===== src/rtl/mux_channel_scanner_if.sv =====
// Bus between the channel scanner, its controller and the 4:1 byte multiplexer.
// The master side drives scan control and the mux output; the slave side is the scanner.
interface mux_channel_scanner_if #(
    parameter int DWELL_W = 16
);
    logic               start;
    logic               stop;
    logic               mode;
    logic [3:0]         enable_mask;
    logic [DWELL_W-1:0] dwell;
    logic [7:0]         y;
    logic [1:0]         s;
    logic [7:0]         sample;
    logic [1:0]         sample_ch;
    logic               sample_valid;
    logic               busy;
    logic               done;

    modport master (
        output start, stop, mode, enable_mask, dwell, y,
        input  s, sample, sample_ch, sample_valid, busy, done
    );

    modport slave (
        input  start, stop, mode, enable_mask, dwell, y,
        output s, sample, sample_ch, sample_valid, busy, done
    );
endinterface


===== src/rtl/mux_channel_scanner.sv =====
// Sequencer for a 4:1 byte mux: steps the select over enabled channels, dwells so the
// selected input settles, then captures the byte with its channel and a valid strobe.
module mux_channel_scanner #(
    parameter int DWELL_W = 16
) (
    input  logic                  clk,
    input  logic                  rst_n,
    mux_channel_scanner_if.slave  bus
);

    typedef enum logic {IDLE, DWELL} state_t;

    state_t             state_q, state_d;
    logic [3:0]         mask_q, mask_d;
    logic [DWELL_W-1:0] dwell_q, dwell_d;
    logic [DWELL_W-1:0] cnt_q, cnt_d;
    logic [1:0]         s_q, s_d;
    logic [7:0]         sample_q, sample_d;
    logic [1:0]         sample_ch_q, sample_ch_d;
    logic               valid_q, valid_d;
    logic               done_q, done_d;

    function automatic logic [1:0] lowest_ch(input logic [3:0] m);
        lowest_ch = 2'd0;
        for (int i = 3; i >= 0; i--) if (m[i]) lowest_ch = 2'(i);
    endfunction

    function automatic logic [1:0] highest_ch(input logic [3:0] m);
        highest_ch = 2'd0;
        for (int i = 0; i <= 3; i++) if (m[i]) highest_ch = 2'(i);
    endfunction

    // Next enabled channel above cur, wrapping; the smallest step wins.
    function automatic logic [1:0] next_ch(input logic [3:0] m, input logic [1:0] cur);
        logic [1:0] c;
        next_ch = cur;
        for (int k = 3; k >= 1; k--) begin
            c = cur + 2'(k);
            if (m[c]) next_ch = c;
        end
    endfunction

    function automatic logic [DWELL_W-1:0] eff_dwell(input logic [DWELL_W-1:0] d);
        eff_dwell = (d == '0) ? DWELL_W'(1) : d;
    endfunction

    // NOTE: every combinational output gets a default first so no path leaves it unassigned (no latches).
    always_comb begin
        state_d     = state_q;
        mask_d      = mask_q;
        dwell_d     = dwell_q;
        cnt_d       = cnt_q;
        s_d         = s_q;
        sample_d    = sample_q;
        sample_ch_d = sample_ch_q;
        valid_d     = 1'b0;
        done_d      = 1'b0;

        if (bus.stop) begin
            state_d = IDLE;
        end else begin
            unique case (state_q)
                IDLE: begin
                    if (bus.start && (bus.enable_mask != 4'd0)) begin
                        state_d = DWELL;
                        mask_d  = bus.enable_mask;
                        dwell_d = eff_dwell(bus.dwell);
                        cnt_d   = eff_dwell(bus.dwell);
                        s_d     = lowest_ch(bus.enable_mask);
                    end
                end
                DWELL: begin
                    if (cnt_q == DWELL_W'(1)) begin
                        sample_d    = bus.y;
                        sample_ch_d = s_q;
                        valid_d     = 1'b1;
                        cnt_d       = dwell_q;
                        if (s_q == highest_ch(mask_q)) begin
                            if (!bus.mode) begin
                                state_d = IDLE;
                                done_d  = 1'b1;
                            end else if (bus.enable_mask == 4'd0) begin
                                // Continuous scan with the mask cleared ends quietly.
                                state_d = IDLE;
                            end else begin
                                mask_d  = bus.enable_mask;
                                dwell_d = eff_dwell(bus.dwell);
                                cnt_d   = eff_dwell(bus.dwell);
                                s_d     = lowest_ch(bus.enable_mask);
                            end
                        end else begin
                            s_d = next_ch(mask_q, s_q);
                        end
                    end else begin
                        cnt_d = cnt_q - DWELL_W'(1);
                    end
                end
                default: state_d = IDLE;
            endcase
        end
    end

    // NOTE: sequential state uses non-blocking assignments so all registers update together.
    always_ff @(posedge clk or negedge rst_n) begin
        if (!rst_n) begin
            state_q     <= IDLE;
            mask_q      <= 4'd0;
            dwell_q     <= '0;
            cnt_q       <= '0;
            s_q         <= 2'd0;
            sample_q    <= 8'd0;
            sample_ch_q <= 2'd0;
            valid_q     <= 1'b0;
            done_q      <= 1'b0;
        end else begin
            state_q     <= state_d;
            mask_q      <= mask_d;
            dwell_q     <= dwell_d;
            cnt_q       <= cnt_d;
            s_q         <= s_d;
            sample_q    <= sample_d;
            sample_ch_q <= sample_ch_d;
            valid_q     <= valid_d;
            done_q      <= done_d;
        end
    end

    assign bus.s            = s_q;
    assign bus.sample       = sample_q;
    assign bus.sample_ch    = sample_ch_q;
    assign bus.sample_valid = valid_q;
    assign bus.busy         = (state_q != IDLE);
    assign bus.done         = done_q;

endmodule

===== src/flat_wrapper.sv =====
// flat-port wrapper written by rule: the top's interface ports become plain ports
module mux_channel_scanner_flat 
#(
    parameter int DWELL_W = 16
)
  (clk, rst_n, bus_start, bus_stop, bus_mode, bus_enable_mask, bus_dwell, bus_y, bus_s, bus_sample, bus_sample_ch, bus_sample_valid, bus_busy, bus_done);
  mux_channel_scanner_if #(.DWELL_W(DWELL_W)) bus_i ();
  input  logic clk;
  input  logic rst_n;
  input wire logic [$bits(bus_i.start)-1:0] bus_start;
  input wire logic [$bits(bus_i.stop)-1:0] bus_stop;
  input wire logic [$bits(bus_i.mode)-1:0] bus_mode;
  input wire logic [$bits(bus_i.enable_mask)-1:0] bus_enable_mask;
  input wire logic [$bits(bus_i.dwell)-1:0] bus_dwell;
  input wire logic [$bits(bus_i.y)-1:0] bus_y;
  output wire logic [$bits(bus_i.s)-1:0] bus_s;
  output wire logic [$bits(bus_i.sample)-1:0] bus_sample;
  output wire logic [$bits(bus_i.sample_ch)-1:0] bus_sample_ch;
  output wire logic [$bits(bus_i.sample_valid)-1:0] bus_sample_valid;
  output wire logic [$bits(bus_i.busy)-1:0] bus_busy;
  output wire logic [$bits(bus_i.done)-1:0] bus_done;
  assign bus_i.start = bus_start;
  assign bus_i.stop = bus_stop;
  assign bus_i.mode = bus_mode;
  assign bus_i.enable_mask = bus_enable_mask;
  assign bus_i.dwell = bus_dwell;
  assign bus_i.y = bus_y;
  assign bus_s = bus_i.s;
  assign bus_sample = bus_i.sample;
  assign bus_sample_ch = bus_i.sample_ch;
  assign bus_sample_valid = bus_i.sample_valid;
  assign bus_busy = bus_i.busy;
  assign bus_done = bus_i.done;
  mux_channel_scanner #(.DWELL_W(DWELL_W)) u_core (.clk(clk), .rst_n(rst_n), .bus(bus_i));
endmodule

===== config.mk =====
export PLATFORM = sky130hd
export DESIGN_NAME = mux_channel_scanner_flat
export DESIGN_NICKNAME = d
export VERILOG_FILES = /design/src/rtl/mux_channel_scanner_if.sv /design/src/rtl/mux_channel_scanner.sv /design/src/flat_wrapper.sv
export SDC_FILE = /design/constraint.sdc
export NUM_CORES = 1
export LEC_CHECK = 0
export ABC_AREA = 1
export BUFFER_PORTS_ARGS = -buffer_cell sky130_fd_sc_hd__buf_2
export CORE_MARGIN = 2
export CORE_UTILIZATION = 30
export CTS_CLUSTER_SIZE = 14
export DETAILED_ROUTE_END_ITERATION = 8
export GPL_ROUTABILITY_DRIVEN = 0
export GPL_TIMING_DRIVEN = 0
export PLACE_DENSITY = 0.45
export SETUP_SLACK_MARGIN = 0.3
export SKIP_CTS_REPAIR_TIMING = 1
export SYNTH_ARGS = -nofsm -noshare
export SYNTH_HDL_FRONTEND = slang
export SYNTH_SLANG_ARGS = --single-unit

===== constraint.sdc =====
create_clock -name clk -period 2.1 [get_ports clk]
set_input_delay 0.105 -clock clk [delete_from_list [all_inputs] [get_ports clk]]
set_output_delay 0.105 -clock clk [all_outputs]
set_load 0.1 [all_outputs]

==> results.sh, run 1 <==
export IMPL_grt_busiest_layer="met2"
export IMPL_crit_required_ns=2.34
export IMPL_end_kind="flip-flop"
export IMPL_clkTransAtPathRegs_ns=0.07
export IMPL_ys_ff_latch=51
export IMPL_max_stage_delay_ns=0.47
export IMPL_synth_top_cell_by_area="dfrtp_1"
export IMPL_tightest_slew_ns=0.713
export IMPL_irDropWorstVdd_uv=530
export IMPL_netlist_area_um2=3510
export IMPL_setup_violations=0
export IMPL_ys_types=44
export IMPL_crit_type="reg2reg"
export IMPL_initial_core_util_pct=30.7
export IMPL_dieHeight_um=112
export IMPL_grt_pass1_vias=3211
export IMPL_boundaryPins=48
export IMPL_finalClockSkew_ns=0.00439
export IMPL_nNetsFinal=609
export IMPL_routedWlPerCell_um=14.6
export IMPL_placed_cell_area_um2=3930
export IMPL_cts_tree="built"
export IMPL_grt_pass1_wl_um=16700
export IMPL_grt_max_degree=52
export IMPL_grt_util_met1_pct=22.8
export IMPL_leakage_uw=0.00221
export IMPL_antenna_found_initial=0
export IMPL_via_per_inst=4.75
export IMPL_synth_area_leaders="dfrtp_1 36%, nand2_1 15%, nor2_1 8.0%, inv_1 7.2%, nand3_1 4.0%"
export IMPL_core_area_um2=11400
export IMPL_status="finished, final reports clean"
export IMPL_max_slew_margin_pct=52.5
export IMPL_setup_tns_ns=0
export IMPL_ys_flop_type="dfrtp_1"
export IMPL_clock_latency_ns=0.30
export IMPL_grt_use_met3_pct=3.13
export IMPL_cp_slowest_cell="dfrtp_2"
export IMPL_clock_root_buffer="clkbuf_16"
export IMPL_cts_max_path_buffers=2
export IMPL_synth_common_cells="137 x nand2_1, 75 x nor2_1, 67 x inv_1, 51 x dfrtp_1, 28 x nand3_1"
export IMPL_grt_setup_unrepaired="true"
export IMPL_wl_um=10500
export IMPL_p_total_uw=3970
export IMPL_stdcell_area_um2=4440
export IMPL_max_freq_mhz=567
export IMPL_startpoint_type="flip-flop"
export IMPL_fp_dieArea_um2=12600
export IMPL_diodes=0
export IMPL_gr_usage_met2_pct=27.1
export IMPL_synth_edf_count=0
export IMPL_finalCriticalPeriod_ns=1.76
export IMPL_seq_area_frac_synth_pct=36.4
export IMPL_antenna_left=0
export IMPL_hold_viol_final=0
export IMPL_area_growth_pct=26.6
export IMPL_drt_first_pass_iters=4
export IMPL_max_cap_viol_count=0
export IMPL_utilization_pct=38.9
export IMPL_synthArstFlopShare_pct=100
export IMPL_via_count=3409
export IMPL_crit_top_cell="nand2_1"
export IMPL_die_w_um=112
export IMPL_crit_chain="ha_4 > inv_4 > nor2_4 > nand2_2 > nor2_4 > a21oi_4 > buf_6 > nand3b_1 > nand2_1 > inv_1 > nand2_1 > nand2_1 > nand2_1"
export IMPL_syn_inst=502
export IMPL_dp_final_hpwl_um=7750
export IMPL_cts_sinks=51
export IMPL_rows=39
export IMPL_power_density_nw_per_um2=893
export IMPL_syn_num_nets=537
export IMPL_drive_gt1_share_pct=25.7
export IMPL_drv_slew=0
export IMPL_cts_buffers_inserted=5
export IMPL_grt_total_usage_pct=16.7
export IMPL_timing_final_crit_share_pct=84.0
export IMPL_grt_overflow=0
export IMPL_arrival_ns=2.00
export IMPL_avgSynthCellArea_um2=6.99
export IMPL_cp_max_fo=5
export IMPL_first_iter_violations=181
export IMPL_synth_top_area_share_pct=36.4
export IMPL_htree_levels=2
export IMPL_hold_path_class="in2reg"
export IMPL_yosys_warnings=0
export IMPL_synth_most_common_cell="nand2_1"
export IMPL_port_buffers=47
export IMPL_route_detailed_drc=0
through the flow:
stage	hold slack, ns	setup WS, ns	instances
2_1_floorplan	-0.191	0.328	502
3_3_place_gp	0.286	0.232	692
3_5_place_dp	0.288	0.237	692
4_1_cts	-0.0273	0.223	700
5_1_grt	0.00704	0.230	718
6_report	0.00149	0.336	718
metal layers:
metal  vias to the layer above  routed length, um
li1                       1736                  -
met1                      1593               4980
met2                        70               4920
met3                        10                396
met4                         0                174
met5                         -                  0
critical path, delay by kind of cell (launching register included):
| kind | cells | cell delay (ns) |
|---|---|---|
| flops | 1 | 0.47 |
| simple gates | 8 | 0.54 |
| compound gates | 1 | 0.23 |
| buf+inv | 3 | 0.27 |
| fa+ha+maj | 1 | 0.19 |
registers in the layout, indices dropped and copies added (netlist names):
name,count
u_core.cnt_q,16
u_core.mask_q,4
u_core.bus.s,2
u_core.dwell_q,16
u_core.bus.sample_ch,2
u_core.bus.done,1
u_core.bus.busy,1
u_core.bus.sample,8
u_core.bus.sample_valid,1
cell usage in the layout, fill, tap and decap left out, types with 3 or more instances in the layout:
master         count
a21oi_1           18
a22oi_1           11
buf_1              3
buf_2             48
buf_4             10
buf_6              4
buf_8              5
clkbuf_16          7
dfrtp_1           45
dfrtp_2            5
dlygate4sd3_1      5
inv_1             61
inv_2              8
nand2_1          131
nand2_2           11
nand2_4            3
nand3_1           25
nand3_4            3
nand4_1            9
nor2_1            70
nor2_2             9
nor2_4             9
o211ai_1          12
o21ai_0           13
o21ai_1            3
o21ai_2            4
xor2_1             6
cells by family after synthesis:
kind of cell	share of synthesized area, %
simple gates	36.3
xor+xnor	2.00
compound gates	13.4
fa+ha+maj	0.713
buf+inv	11.2
flops	36.4
final cells by class:
class,count,area (um2)
inverter,73,289
sequential,51,1290
fill,1226,6980
timing repair buffer,65,437
clock buffer,5,125
multi-input combinational,362,1950
tap,143,179
clock inverter,3,20.0
buffer,16,158
worst paths after layout:
check / from / end / slack [ns] / cells past startpoint
worst max-delay path: u_core.cnt_q[0]$_DFFE_PN0P_ / u_core.cnt_q[8]$_DFFE_PN0P_ / 0.34 / 13
worst min-delay path: bus_y[6] / u_core.bus.sample[6]$_DFFE_PN0P_ / 0.001 / 3
min in group asynchronous: rst_n / u_core.dwell_q[11]$_DFFE_PN0P_ / 0.39 / 2
worst min register to register: u_core.bus.sample[6]$_DFFE_PN0P_ / u_core.bus.sample[6]$_DFFE_PN0P_ / 0.48 / 2
worst max register to register: u_core.cnt_q[0]$_DFFE_PN0P_ / u_core.cnt_q[8]$_DFFE_PN0P_ / 0.34 / 13
max in group asynchronous: rst_n / u_core.bus.s[0]$_DFFE_PN0P_ / 1.17 / 2
where the power goes:
group	internal [uW]	total (uW)	switching [uW]
registers	1170	1320	154
clock network	441	841	400
logic	657	1800	1140
total	2270	3970	1700
(Power assumes the default switching activity.)
==> run 2: changes to the inputs <==
- ABC_AREA: 1 -> 0
- PLACE_DENSITY: 0.45 -> 0.46
- clock period: 2.1 -> 1.7 ns (I/O delays scaled with it)
==> run 2 against run 1 <==
Final cell count shrank 27%. Sequential power grew 28%. Setup slack lost 0.98 ns. The run now ends with negative setup slack left. Die area shrank 16%. Combinational power shrank 7%. Global-route usage grew 0.45 points. Via count shrank 21%. First-iteration DRC count shrank 12%. Utilization grew 3.3 points. Design area shrank 8.4%.
==> results.sh, run 2 <==
export IMPL_place_inst=471
export IMPL_via_per_inst=5.19
export IMPL_area_growth_pct=38.4
export IMPL_antenna_left=0
export IMPL_grt_total_usage_pct=17.1
export IMPL_dieHeight_um=103
export IMPL_synth_compound_area_share_pct=19.6
export IMPL_synthAdderAreaFrac_pct=0.851
export IMPL_first_iter_violations=160
export IMPL_grt_pass1_vias=2395
export IMPL_synthMuxAreaShare_pct=15.8
export IMPL_crit_required_ns=1.90
export IMPL_ys_flop_type="dfrtp_1"
export IMPL_antenna_found_initial=0
export IMPL_cp_slowest_cell="dfrtp_4"
export IMPL_power_density_nw_per_um2=1000
export IMPL_synth_edf_count=0
export IMPL_hold_viol_final=0
export IMPL_grt_setup_unrepaired="true"
export IMPL_cp_top_family="buffers and inverters"
export IMPL_status="complete, but fails checks"
export IMPL_cts_tree="built"
export IMPL_synthArstFlopShare_pct=100
export IMPL_placed_cell_area_um2=3410
export IMPL_max_stage_delay_ns=0.48
export IMPL_initial_core_util_pct=30.5
export IMPL_multi_input_area_um2=1730
export IMPL_synth_top_cell_by_area="dfrtp_1"
export IMPL_timing_final_crit_share_pct=138
export IMPL_nNetsFinal=422
export IMPL_setup_violations=51
export IMPL_cts_max_path_buffers=2
export IMPL_routedWlPerCell_um=17.8
export IMPL_via_count=2702
export IMPL_clock_root_buffer="clkbuf_8"
export IMPL_fp_dieArea_um2=10600
export IMPL_n_fill_cell=992
export IMPL_crit_type="reg2reg"
export IMPL_mostFrequentLayoutCell="buf_2"
export IMPL_p_sw_share_pct=38.3
export IMPL_grt_pass1_wl_um=13600
export IMPL_synth_top_area_share_pct=43.4
export IMPL_clkTransAtPathRegs_ns=0.10
export IMPL_route_detailed_drc=0
export IMPL_p_comb_share_pct=41.0
export IMPL_startpoint_type="flip-flop"
export IMPL_seq_area_frac_synth_pct=43.4
export IMPL_dp_final_hpwl_um=6190
export IMPL_max_freq_mhz=427
export IMPL_crit_top_cell="buf_6"
export IMPL_leakage_uw=0.00188
export IMPL_finalCriticalPeriod_ns=2.34
export IMPL_drt_first_pass_iters=4
export IMPL_synth_xor_area_share_pct=0.596
export IMPL_clock_latency_ns=0.31
export IMPL_netlist_area_um2=2940
export IMPL_end_kind="flip-flop"
export IMPL_finalClockSkew_ns=0.0105
export IMPL_arrival_ns=2.54
export IMPL_htree_levels=2
export IMPL_irDropWorstVdd_uv=411
export IMPL_ys_types=60
export IMPL_synth_area_leaders="dfrtp_1 43%, mux2_2 6.5%, mux2_4 5.1%, mux2i_1 3.7%, o21ai_0 3.7%"
export IMPL_tightest_slew_ns=1.21
export IMPL_max_cap_viol_count=0
export IMPL_violations="negative setup slack"
export IMPL_cp_max_fo=8
export IMPL_max_slew_margin_pct=19.4
export IMPL_synth_top_family_by_area="compound AO/OA/AOI/OAI gates"
export IMPL_grt_max_degree=52
export IMPL_p_total_uw=4080
export IMPL_synth_most_common_cell="dfrtp_1"
export IMPL_worst_slack_ns=-0.643
export IMPL_cts_sinks=51
export IMPL_avgSynthCellArea_um2=10.1
export IMPL_syn_inst=291
export IMPL_p_seq_share_pct=41.4
export IMPL_synthSimpleGateAreaFrac_pct=16.0
export IMPL_p_switching_uw=1560
export IMPL_mostFrequentLayoutCells="49 x buf_2, 43 x dfrtp_1, 30 x buf_4"
export IMPL_instances_no_fill=521
export IMPL_cts_buffers_inserted=5
export IMPL_drv_slew=0
export IMPL_dp_slack_ns=-0.795
export IMPL_ff_latch_area_um2=1290
export IMPL_die_w_um=103
export IMPL_rows=36
export IMPL_port_buffers=47
export IMPL_core_area_um2=9640
export IMPL_p_int_uw=2520
export IMPL_diodes=0
export IMPL_clkPwrFrac_pct=17.6
export IMPL_synth_common_cells="51 x dfrtp_1, 22 x o21ai_0, 18 x nand2_1, 18 x nor2_1, 17 x mux2_2"
export IMPL_critPathBufInv=4
export IMPL_hold_path_class="in2reg"
export IMPL_drive_gt1_share_pct=42.3
export IMPL_wl_um=9280
export IMPL_boundaryPins=48
export IMPL_ys_ff_latch=51
export IMPL_syn_num_nets=326
export IMPL_grt_overflow=0
export IMPL_stdcell_area_um2=4070
export IMPL_yosys_warnings=0
export IMPL_crit_chain="buf_6 > or4_4 > a21oi_4 > o21ba_4 > buf_6 > a31oi_4 > buf_12 > clkbuf_16 > mux2_4"
-- run 2: cell count changes after synthesis, moves of 9 or more --
cell,change
nand2_1,-119
a22oi_1,-9
nand3_1,-18
o211ai_1,-11
inv_1,-57
mux2_2,+17
nor2_1,-57
o21ai_0,+9
mux2i_1,+11
mux2_4,+10
-- run 2: cell type report --
cell class                      count  area share (%)
Clock inverter                      1           0.123
Timing Repair Buffer               89            15.2
Sequential cell                    51            31.7
Tap cell                          133            4.09
Multi-Input combinational cell    216            42.5
Buffer                             14            3.57
Inverter                           10           0.923
Clock buffer                        7            1.88
-- run 2: through the flow --
step / TNS [ns] / hold slack, ns / util (%)
floorplan: -22.61 / -0.211 / -
global placement: -27.78 / 0.270 / 35.4
detailed placement: -28.02 / 0.273 / 35.4
CTS: -28.87 / -0.0603 / 36.3
global route: -25.22 / 0.00615 / 42.2
finish: -21.43 / 0.00330 / 42.2
-- run 2: cells by family after synthesis --
kind of cell               after synthesis
xor gates and xnor gates                 2
adders and majority gates                2
DFF                                     51
buffers and inverters                   24
AOI/OAI and AO/OA                       83
muxes                                   39
and+or+nand+nor                         90
-- run 2: worst register-to-register path, delay by kind of cell (launching register included) --
family,cells,cell delay [ns]
simple gates,1,0.44
buf+inv,4,0.62
flops,1,0.48
compound gates,3,0.40
mux,1,0.29
-- run 2: power groups by stage --
stage,clock [uW],sequential (uW),combinational (uW)
after floorplan,0,1800,820
after global placement,0,1670,1300
after detailed placement,0,1670,1310
after CTS,739,1650,1310
after global routing,788,1730,1800
final,720,1690,1670
-- run 2: worst paths after layout --
check | to | cells after the start | slack (ns) | from
min | u_core.bus.sample[5]$_DFFE_PN0P_ | 2 | 0.003 | bus_y[5]
max | u_core.dwell_q[7]$_DFFE_PN0P_ | 9 | -0.64 | u_core.bus.s[0]$_DFFE_PN0P_
min in group asynchronous | u_core.dwell_q[3]$_DFFE_PN0P_ | 1 | 0.03 | rst_n
min reg2reg | u_core.bus.sample[5]$_DFFE_PN0P_ | 1 | 0.51 | u_core.bus.sample[5]$_DFFE_PN0P_
max reg2reg | u_core.dwell_q[7]$_DFFE_PN0P_ | 9 | -0.64 | u_core.bus.s[0]$_DFFE_PN0P_
max in group asynchronous | u_core.bus.s[0]$_DFFE_PN0P_ | 1 | 0.80 | rst_n
-- run 2: layer usage --
metal,vias up,wire length (um),track usage [%]
met5,-,0,0
met3,12,502,2.51
met4,0,136,4.15
met1,1313,4250,24.9
met2,79,4400,26.9
li1,1298,-,-
